`src/rtl/pos_lut_sweep.sv`:
```
// Programmable N_IN-input truth-table cell with live evaluation and a
// self-driven sweep that emits every minterm and counts the ones.
module pos_lut_sweep #(
  parameter int N_IN  = 3,
  parameter int DWELL = 1
) (
  input  logic            clk,
  input  logic            rst_n,
  input  logic            cfg_valid,
  input  logic            cfg_bit,
  output logic            cfg_ready,
  input  logic [N_IN-1:0] in_vec,
  input  logic            sweep_start,
  output logic            y,
  output logic            sweep_valid,
  output logic [N_IN-1:0] sweep_idx,
  output logic [N_IN:0]   ones_cnt,
  output logic            busy,
  output logic            done
);

  localparam int TBL = 1 << N_IN;
  localparam int DW  = $clog2(DWELL + 1);

  localparam logic [1:0] S_IDLE  = 2'd0;
  localparam logic [1:0] S_SWEEP = 2'd1;
  localparam logic [1:0] S_DONE  = 2'd2;

  localparam logic [DW-1:0]   DW_LAST = DW'(DWELL - 1);
  localparam logic [N_IN-1:0] K_LAST  = {N_IN{1'b1}};

  logic [1:0]      state_q, state_d;
  logic [TBL-1:0]  tbl_q, tbl_d;
  logic [DW-1:0]   dw_q, dw_d;
  logic [N_IN-1:0] k_q, k_d;
  logic            fin_q, fin_d;
  logic            y_q, y_d;
  logic            sv_q, sv_d;
  logic [N_IN-1:0] idx_q, idx_d;
  logic [N_IN:0]   ones_q, ones_d;
  logic            busy_q, busy_d;
  logic            done_q, done_d;
  logic            rdy_q, rdy_d;

  always_comb begin
    state_d = state_q;
    tbl_d   = tbl_q;
    dw_d    = dw_q;
    k_d     = k_q;
    fin_d   = fin_q;
    y_d     = y_q;
    sv_d    = 1'b0;
    idx_d   = idx_q;
    ones_d  = ones_q;
    done_d  = 1'b0;
    unique case (state_q)
      S_IDLE: begin
        y_d = tbl_q[in_vec];
        if (sweep_start) begin
          state_d = S_SWEEP;
          k_d     = '0;
          dw_d    = '0;
          ones_d  = '0;
          fin_d   = 1'b0;
        end else if (cfg_valid) begin
          tbl_d = {cfg_bit, tbl_q[TBL-1:1]};
        end
      end
      S_SWEEP: begin
        // one settle cycle after the last beat before the done pulse
        if (fin_q) begin
          state_d = S_DONE;
          done_d  = 1'b1;
        end else if (dw_q == DW_LAST) begin
          dw_d   = '0;
          sv_d   = 1'b1;
          idx_d  = k_q;
          y_d    = tbl_q[k_q];
          ones_d = ones_q + {{N_IN{1'b0}}, tbl_q[k_q]};
          if (k_q == K_LAST) fin_d = 1'b1;
          else k_d = k_q + 1'b1;
        end else begin
          dw_d = dw_q + 1'b1;
        end
      end
      S_DONE:  state_d = S_IDLE;
      default: state_d = S_IDLE;
    endcase
    busy_d = (state_d != S_IDLE);
    rdy_d  = (state_d == S_IDLE);
  end

  always_ff @(posedge clk or negedge rst_n) begin
    if (!rst_n) begin
      state_q <= S_IDLE;
      tbl_q   <= '0;
      dw_q    <= '0;
      k_q     <= '0;
      fin_q   <= 1'b0;
      y_q     <= 1'b0;
      sv_q    <= 1'b0;
      idx_q   <= '0;
      ones_q  <= '0;
      busy_q  <= 1'b0;
      done_q  <= 1'b0;
      rdy_q   <= 1'b0;
    end else begin
      state_q <= state_d;
      tbl_q   <= tbl_d;
      dw_q    <= dw_d;
      k_q     <= k_d;
      fin_q   <= fin_d;
      y_q     <= y_d;
      sv_q    <= sv_d;
      idx_q   <= idx_d;
      ones_q  <= ones_d;
      busy_q  <= busy_d;
      done_q  <= done_d;
      rdy_q   <= rdy_d;
    end
  end

  assign cfg_ready   = rdy_q;
  assign y           = y_q;
  assign sweep_valid = sv_q;
  assign sweep_idx   = idx_q;
  assign ones_cnt    = ones_q;
  assign busy        = busy_q;
  assign done        = done_q;

endmodule

```
`config.mk`:
```
export PLATFORM = sky130hd
export DESIGN_NAME = pos_lut_sweep
export DESIGN_NICKNAME = d
export VERILOG_FILES = /design/src/rtl/pos_lut_sweep.sv
export SDC_FILE = /design/constraint.sdc
export NUM_CORES = 1
export LEC_CHECK = 0
export BUFFER_PORTS_ARGS = -buffer_cell sky130_fd_sc_hd__buf_4
export CAP_MARGIN = 15
export CORE_ASPECT_RATIO = 1.1
export CORE_MARGIN = 2
export CORE_UTILIZATION = 45
export CTS_CLUSTER_DIAMETER = 60
export DETAILED_ROUTE_END_ITERATION = 6
export HOLD_SLACK_MARGIN = 0.02
export PLACE_DENSITY = 0.66
export SLEW_MARGIN = 20
export SYNTH_ARGS = -nofsm -noshare
export SYNTH_HDL_FRONTEND = slang
export SYNTH_SLANG_ARGS = --single-unit
```
`constraint.sdc`:
```
create_clock -name clk -period 2.8 [get_ports clk]
set_input_delay 0 -clock clk [delete_from_list [all_inputs] [get_ports clk]]
set_output_delay 0 -clock clk [all_outputs]
set_load 0.005 [all_outputs]
```
# Word level (Yosys, flattened, before mapping)
# Cells that the tools add are included.
[op_classes]
bitwise_logic = 3
n_shift = 0
muxes = 32
n_addsub = 3
n_lt_le_gt_ge = 2
multipliers = 0
reduce_logical = 11
eq_ne = 6
div_mod_pow = 0
[op_table]
columns = ["cell", "n"]
rows = [
  ["2-to-1 mux 1 bit", 15],
  ["2-to-1 mux 3 bit", 4],
  ["2-to-1 mux 4 bit", 3],
  ["AND reduction 3 bit", 4],
  ["less-than comparator 3 x 4 -> 1 bit, second input constant", 2],
  ["inequality test 2 bit, second input constant", 4],
  ["one-hot mux 4 bit (2 select lines)", 1],
  ["binary-select mux 1 bit (select 3 bit)", 2],
  ["one-hot mux 1 bit (2 select lines)", 3],
  ["one-hot mux 3 bit (2 select lines)", 1],
  ["AND reduction 5 bit", 1],
  ["adder 4 x 1 -> 4 bit", 1],
  ["logical NOT 2 bit", 2],
  ["2-to-1 mux 2 bit", 2],
  ["one-hot mux 2 bit (2 select lines)", 1],
  ["AND reduction 4 bit", 1],
  ["nonzero test 2 bit", 2],
  ["adder 3 x 1 -> 3 bit, second input constant", 1],
  ["== test 3 bit, second input constant", 1],
  ["inverter 1 bit", 3],
  ["== test 2 x 1 -> 1 bit, second input constant", 1],
  ["AND reduction 2 bit", 1],
  ["adder 1 bit, second input constant", 1],
]
[totals]
rom_bits = 0
memories = 0
out_inout_bits = 12
latch_bits = 0
ramBits = 0
register_bits = 27
input_bits = 8
elab_cells = 69

# Longest topological paths before layout
# Gate-level depths: netlist (run 1).
[logic_depth]
depth_word = 6
ltp_mapped = 7

# Least setup slack after synthesis (run 1)
# OpenSTA, ideal clock, no wires.
[synth_path]
path_type = "register -> register"
startpoint = "register k_q[0]"
endpoint = "register ones_q[2], in the netlist ones_cnt[2]"
period_less_slack_ns = 2.260
t_required_ns = 2.679
stages_incl_launch_ff = 8
arrival_ns = 2.139
slack_ns = 0.540
path_cell_list = "dfrtp_1 mux4_1 mux2_4 ha_1 ha_1 nor2b_1 mux2_2 a22o_1"
[synth_between]
elab_chain_cells = 6
[synth_lines]
columns = ["element", "line", "source"]
rows = [
  ["start: declaration", "35", "logic [N_IN-1:0] k_q, k_d;"],
  ["start signal: assignment", "111", "k_q <= k_d;"],
  ["binary-select mux 1 bit (select 3 bit)", "79", "ones_d = ones_q + {{N_IN{1'b0}}, tbl_q[k_q]};"],
  ["2-to-1 mux 1 bit (not written as such)", "79", ""],
  ["adder 4 x 1 -> 4 bit", "79", ""],
  ["2-to-1 mux 4 bit", "74", "end else if (dw_q == DW_LAST) begin"],
  ["2-to-1 mux 4 bit", "71", "if (fin_q) begin"],
  ["one-hot mux 4 bit (2 select lines)", "56", "unique case (state_q)"],
  ["end signal: assignment", "116", "ones_q <= ones_d;"],
  ["end: declaration", "40", "logic [N_IN:0] ones_q, ones_d;"],
]
# No other way between the ends. The select of a mux whose other input is x is not followed.
# A chain may end at the register's enable or synchronous reset.

# Worst setup path in the final report (run 1)
# Same ends and word-level chain as after synthesis.

==> results of run 1 <==
layout make-up:
cell class	instances	area (um2)
Timing Repair Buffer	23	182.7
Inverter	3	11.26
Clock buffer	3	22.52
Fill cell	230	1101
Tap cell	31	38.79
Sequential cell	26	650.6
Multi-Input combinational cell	55	536.8
cells in the final DEF, fill, tap and decap left out:
master / netlist / routed
mux2i_1: 1 / 1
inv_1: 3 / 3
nor4b_4: 1 / 1
buf_4: 1 / 19
nor2_1: 7 / 7
a22o_1: 5 / 5
mux2_4: 1 / 1
dlygate4sd3_1: 0 / 4
and3_1: 2 / 2
mux4_1: 2 / 2
nand2b_1: 2 / 2
o32ai_2: 1 / 1
a21oi_1: 4 / 4
nand4_1: 1 / 1
nor3b_2: 1 / 1
dfrtp_1: 26 / 26
nand2_1: 4 / 4
mux4_2: 2 / 2
clkbuf_4: 0 / 3
xor2_1: 1 / 1
nor2b_1: 1 / 1
o21ai_0: 1 / 1
mux2_2: 13 / 13
nor4b_1: 1 / 1
ha_1: 4 / 4
layer usage:
layer,vias to the layer above,part of all wire
met3,2,0.036
met4,0,0.011
li1,365,-
met5,-,0
met2,18,0.52
met1,376,0.43
power by group:
group / internal, uW / switching [uW]
registers: 535 / 165
logic: 406 / 249
clock network: 50.2 / 97.2
state kept, by name, indices dropped and copies added (netlist names):
name / count
tbl_q: 8
cfg_ready: 1
fin_q: 1
state_q: 2
ones_cnt: 4
sweep_valid: 1
busy: 1
sweep_idx: 3
k_q: 3
y: 1
done: 1
logic make-up (layout without fill, tap and decap cells):
family	Yosys count	after routing	synth area share
compound gates	11	11	0.07003
xor+xnor	1	1	0.007210
fa+ha+maj	4	4	0.04120
buf+inv	6	29	0.02265
flops	26	26	0.5355
mux	19	19	0.2214
simple gates	20	20	0.1020
how the worst max path moves through the flow:
stage	startpoint	end	depth (start not counted)
6_report	k_q[0]	ones_cnt[2]	7
5_1_grt	k_q[0]	ones_cnt[2]	7
4_1_cts	k_q[0]	ones_cnt[2]	7
3_5_place_dp	k_q[0]	ones_cnt[2]	7
3_3_place_gp	k_q[0]	ones_cnt[2]	7
2_1_floorplan	k_q[0]	ones_cnt[2]	7
per-stage QoR:
step | cell area [um2] | hold slack, ns | power, uW | cells | worst slack (ns)
after CTS | 1443 | 0.1144 | 1528 | 141 | 0.4513
final | 1443 | 0.1131 | 1502 | 141 | 0.4673
after floorplan | 1215 | -0.2956 | 1147 | 87 | 0.5401
after global placement | 1380 | -0.07771 | 1349 | 134 | 0.4989
after detailed placement | 1380 | -0.07634 | 1377 | 134 | 0.4586
after global routing | 1443 | 0.1307 | 1640 | 141 | 0.3504
==> reports/results.md, run 1 <==
### Setup path
- r2r setup slk: 0.47 ns
- kind of critical path: reg -> reg
- kind of capture point of the worst setup path: flip-flop
- most used cell, CP: ha_1
- startpoint of the worst register-to-register path: k_q[0]
- combined buffer and inverter count along the critical path: 0
- crit path DAT: 2.55 ns
- CP max stage cell: mux4_1
- series of cell instances along the critical path: mux4_1, mux2_4, ha_1, ha_1, nor2b_1, mux2_2, a22o_1
- depth of the worst register-to-register path: 7
- cell class contributing the biggest share of worst-path delay: multiplexers
- peak fanout along the critical path: 5
- critical path startpoint category: flip-flop
- data required time at the worst endpoint: 3.01 ns
- Worst path max stage delay: 0.56 ns
- worst reg2reg endpoint: ones_cnt[2]

### Min path
- worst hold path class: in -> async

### Cells and area
- share of the core filled with cells: 0.5671
- number of nets in the layout: 124
- layout overhead on the synthesized area: 18.74%
- fraction of final layout cells sized beyond drive strength 1: 0.3727
- antenna diode count: 0

### Clock network
- TritonCTS clock tree: built
- clock-pin slew reported for the worst setup and hold paths after clock tree synthesis: 0.13 ns
- Post-CTS Setup Repair Bufs: 0
- buffer levels on the longest clock path: 2
- number of buffers added by the clock tree synthesis step: 3
- H-tree levels: 1
- worst-skew pair later-pin latency: 0.31 ns
- sinks on the clock net: 26
- Resized cells post-CTS: 0
- Post-CTS Hold Buffers: 4
- clock root buffer: clkbuf_4

### Global route
- grt met1 use: 0.2027
- met2 track demand over resource: 0.2522
- first-pass GRT wire length: 3443 um
- via count of the first global-routing pass: 737
- sum of overflow across all layers after global routing: 0
- grt peak-use layer: met2
- initial antenna violation count: 0
- met3 Resource Use GR: 0.02284
- GRT Resource Usage Total: 0.1557
- largest net degree at the start of global routing: 27

### Floorplanning
- number of top-level pins: 20
- y dimension of the die: 58.50 um
- number of rows in the core area: 19
- initial core utilization: 0.4776
- core area: 2544 um2
- Die X: 53.54 um
- Total Die Area: 3132 um2

### Pwr
- power density normalized to cell area: 1041 nW/um2
- static leakage power: 0.0007116 uW
- worst ir drop on vdd: 0.5760 mV

### Run status
- run status: complete, no violations

### Synthesis
- ys async rst share: 1.000
- ranking of synthesized cells by area: dfrtp_1 54%, mux2_2 12%, mux4_1 4.3%
- Synthesized Nets: 99
- share of the synthesized area in the top cell type: 0.5355
- most common cell in the netlist: dfrtp_1
- Post-synth top cells: 26 x dfrtp_1, 13 x mux2_2, 7 x nor2_1
- #FFs+latches synth: 26
- largest area contributor in the synthesized netlist: dfrtp_1
- count of distinct cell types in the synthesized netlist: 25
- sequential-to-total area share from yosys stat: 0.5355
- netlist area before placement: 1215 um2
- Post-Synthesis Cells: 87
- syn avg cell area: 13.96 um2
- most used flip-flop cell after synthesis: dfrtp_1
- Ys Warns: 0
- count of flip-flops with a built-in enable after synthesis: 0

### Timing
- Rel. slew slack: 0.5814
- Final period util: 0.8331
- number of endpoints with negative hold slack in the final report: 0
- total of endpoints with negative setup slack in the final report: 0
- post-route clock skew: 0.007501 ns
- final slew viol count: 0
- fmax: 428.7 MHz
- aggregate negative setup slack: 0 ns
- slew of the pin with the lowest slew margin: 0.6192 ns
- fin crit period: 2.333 ns
- unrepaired setup endpoints after global routing: false

### Drt
- count of antenna-violating nets left after detailed routing: 0
- via count: 761
- 1st-iter DRT viols: 10
- Vias/cell: 5.397
- Detailed Routing Iterations Pass 1: 4
- Residual DRC: 0
- wire length per cell: 14.19 um
- total length of routed wires: 2001 um

### Placement
- dpl hpwl: 1494 um
- final weighted congestion in routability-driven placement: 0.6875
- Port Buffer Count: 19

### Flow run
- Max Cap Viol: 0

Note: power is estimated with default switching activity, not from simulation.
==> run 2, diff against run 1 <==
--- a/config.mk
+++ b/config.mk
@@ -13,7 +13,7 @@
 export CTS_CLUSTER_DIAMETER = 60
 export DETAILED_ROUTE_END_ITERATION = 6
 export HOLD_SLACK_MARGIN = 0.02
-export PLACE_DENSITY = 0.66
+export PLACE_DENSITY = 0.69
 export SLEW_MARGIN = 20
 export SYNTH_ARGS = -nofsm -noshare
 export SYNTH_HDL_FRONTEND = slang
==> constraint.sdc (replaced) <==
create_clock -name clk -period 2 [get_ports clk]
set_input_delay 0 -clock clk [delete_from_list [all_inputs] [get_ports clk]]
set_output_delay 0 -clock clk [all_outputs]
set_load 0.005 [all_outputs]
==> reports/results.md, run 2 (synthesized netlist as in run 1, its figures left out) <==
### Run status
- run status: complete, but fails checks
- violated checks: negative setup slack

### Global route
- first-pass GRT wire length: 3684 um, +7.0%
- largest net degree at the start of global routing: 27, unchanged
- initial antenna violation count: 0, unchanged
- met3 Resource Use GR: 0.02284, unchanged
- GRT Resource Usage Total: 0.1620, +0.006314
- via count of the first global-routing pass: 847, +15%
- sum of overflow across all layers after global routing: 0, unchanged
- met2 track demand over resource: 0.2804, +0.02822
- grt peak-use layer: met2
- grt met1 use: 0.2058, +0.003057

### Floorplanning
- number of top-level pins: 20, unchanged
- number of rows in the core area: 19, unchanged
- Total Die Area: 3132 um2, unchanged
- core area: 2544 um2, unchanged
- initial core utilization: 0.4776, unchanged
- Die X: 53.54 um, unchanged
- y dimension of the die: 58.50 um, unchanged

### Clock network
- H-tree levels: 1, unchanged
- sinks on the clock net: 26, unchanged
- buffer levels on the longest clock path: 2, unchanged
- number of buffers added by the clock tree synthesis step: 3, unchanged
- clock root buffer: clkbuf_4
- clock-pin slew reported for the worst setup and hold paths after clock tree synthesis: 0.14 ns, about the same
- TritonCTS clock tree: built
- worst-skew pair later-pin latency: 0.32 ns, about the same

### Cells and area
- flip-flop and latch area: 650.6 um2, unchanged
- multi-input logic area: 565.5 um2, +5.4%
- number of nets in the layout: 135, +8.9%
- fraction of final layout cells sized beyond drive strength 1: 0.4754, +0.1027
- most common cell after layout, fill and taps aside: buf_4
- antenna diode count: 0, unchanged
- max FFs per register: 8, unchanged
- register ranked first by flip-flop count: tbl_q
- commonest cells after routing, fill and taps aside: 30 x buf_4, 26 x dfrtp_1, 12 x mux2_2, 7 x nor2_1, 5 x a22o_1
- share of the core filled with cells: 0.6227, +0.05558
- fillers: 204, -11%
- layout overhead on the synthesized area: 30.38%

### Timing
- total of endpoints with negative setup slack in the final report: 1, +1
- Rel. slew slack: 0.6255, +0.04408
- final setup slack of the worst path: -0.2543 ns, -0.7216 ns
- fin crit period: 2.254 ns, -0.07842 ns
- unrepaired setup endpoints after global routing: true
- final-layout worst hold slack: 0.09930 ns, -0.01384 ns
- fmax: 443.6 MHz, +3.5%
- Final period util: 1.127, +0.2940
- final slew viol count: 0, unchanged
- slew of the pin with the lowest slew margin: 0.5595 ns, -0.05977 ns
- post-route clock skew: 0.002970 ns, -0.004531 ns
- number of endpoints with negative hold slack in the final report: 0, unchanged

### Setup path
- peak fanout along the critical path: 3, -2
- r2r setup slk: -0.25 ns, -0.72 ns
- kind of critical path: reg -> reg
- critical path startpoint category: flip-flop
- crit path DAT: 2.48 ns, -0.07 ns
- data required time at the worst endpoint: 2.23 ns, -0.78 ns
- combined buffer and inverter count along the critical path: 0, unchanged
- CP max stage cell: mux4_2
- series of cell instances along the critical path: mux4_2, mux2_4, ha_4, ha_4, nor2b_4, mux2_4, a22o_1
- kind of capture point of the worst setup path: flip-flop
- cell class contributing the biggest share of worst-path delay: multiplexers
- Worst path max stage delay: 0.51 ns, -0.05 ns

### Min path
- worst hold path class: in -> async

### Placement
- final weighted congestion in routability-driven placement: 0.7918, +15%
- Port Buffer Count: 19, unchanged
- dpl hpwl: 1557 um, +4.2%

### Drt
- Residual DRC: 0, unchanged
- via count: 795, +4.5%
- total length of routed wires: 2208 um, +10%
- Detailed Routing Iterations Pass 1: 4, unchanged
- Vias/cell: 5.196, -3.7%
- wire length per cell: 14.43 um, +1.7%
- count of antenna-violating nets left after detailed routing: 0, unchanged
- 1st-iter DRT viols: 5, -5

### Pwr
- power density normalized to cell area: 1585 nW/um2, +52%
- static leakage power: 0.0007662 uW, +7.7%
- worst ir drop on vdd: 1.130 mV, +96%

### Flow run
- Max Cap Viol: 0, unchanged

==> run 2: metal layers <==
| metal | up-vias | share of wire |
|---|---|---|
| met2 | 15 | 0.52 |
| met3 | 4 | 0.027 |
| met5 | - | 0 |
| li1 | 387 | - |
| met1 | 389 | 0.44 |
| met4 | 0 | 0.012 |
==> run 2: final timing paths <==
check / startpoint / depth (start not counted) / endpoint
setup / recovery: k_q[0] / 7 / ones_cnt[2]
hold / removal: rst_n / 2 / tbl_q[7]
setup reg to reg: k_q[0] / 7 / ones_cnt[2]
hold reg to reg: sweep_idx[2] / 1 / sweep_idx[2]
max in group asynchronous: rst_n / 2 / done
min in group clk: in_vec[2] / 4 / y
==> run 2: layout make-up <==
class	instances	area share
repair buffers	34	0.1675
multi-input cells	55	0.3570
clock inverters	1	0.01896
inverters	3	0.007109
well taps	31	0.02449
flip-flops and latches	26	0.4107
clock buffers	3	0.01422
==> run 2: what timing repair did <==
item	CTS	global route
pin swaps	0	3
endpoints found under the hold margin	30	0
gates resized for setup	0	5
gates cloned	0	0
setup buffers	0	2
hold buffers	4	0
endpoints found under the setup margin	1	2
==> run 2: metrics by stage <==
step / area (um2) / TNS (ns) / setup slack [ns] / instances / power, uW
after floorplan: 1220 / -0.2059 / -0.2059 / 87 / 1634
after global placement: 1453 / -0.1786 / -0.1786 / 143 / 2075
after detailed placement: 1453 / -0.2327 / -0.2327 / 143 / 2108
after CTS: 1545 / -0.2569 / -0.2569 / 151 / 2479
after global routing: 1584 / -0.3670 / -0.3188 / 153 / 2701
final: 1584 / -0.2543 / -0.2543 / 153 / 2510
==> run 2: power by group <==
part	internal [uW]	total, uW	switching, uW	leakage [uW]
Combinational	743	1180	441	0.000409
Sequential	751	966	216	0.000329
Clock	203	360	157	0.0000279
Total	1700	2510	813	0.000766
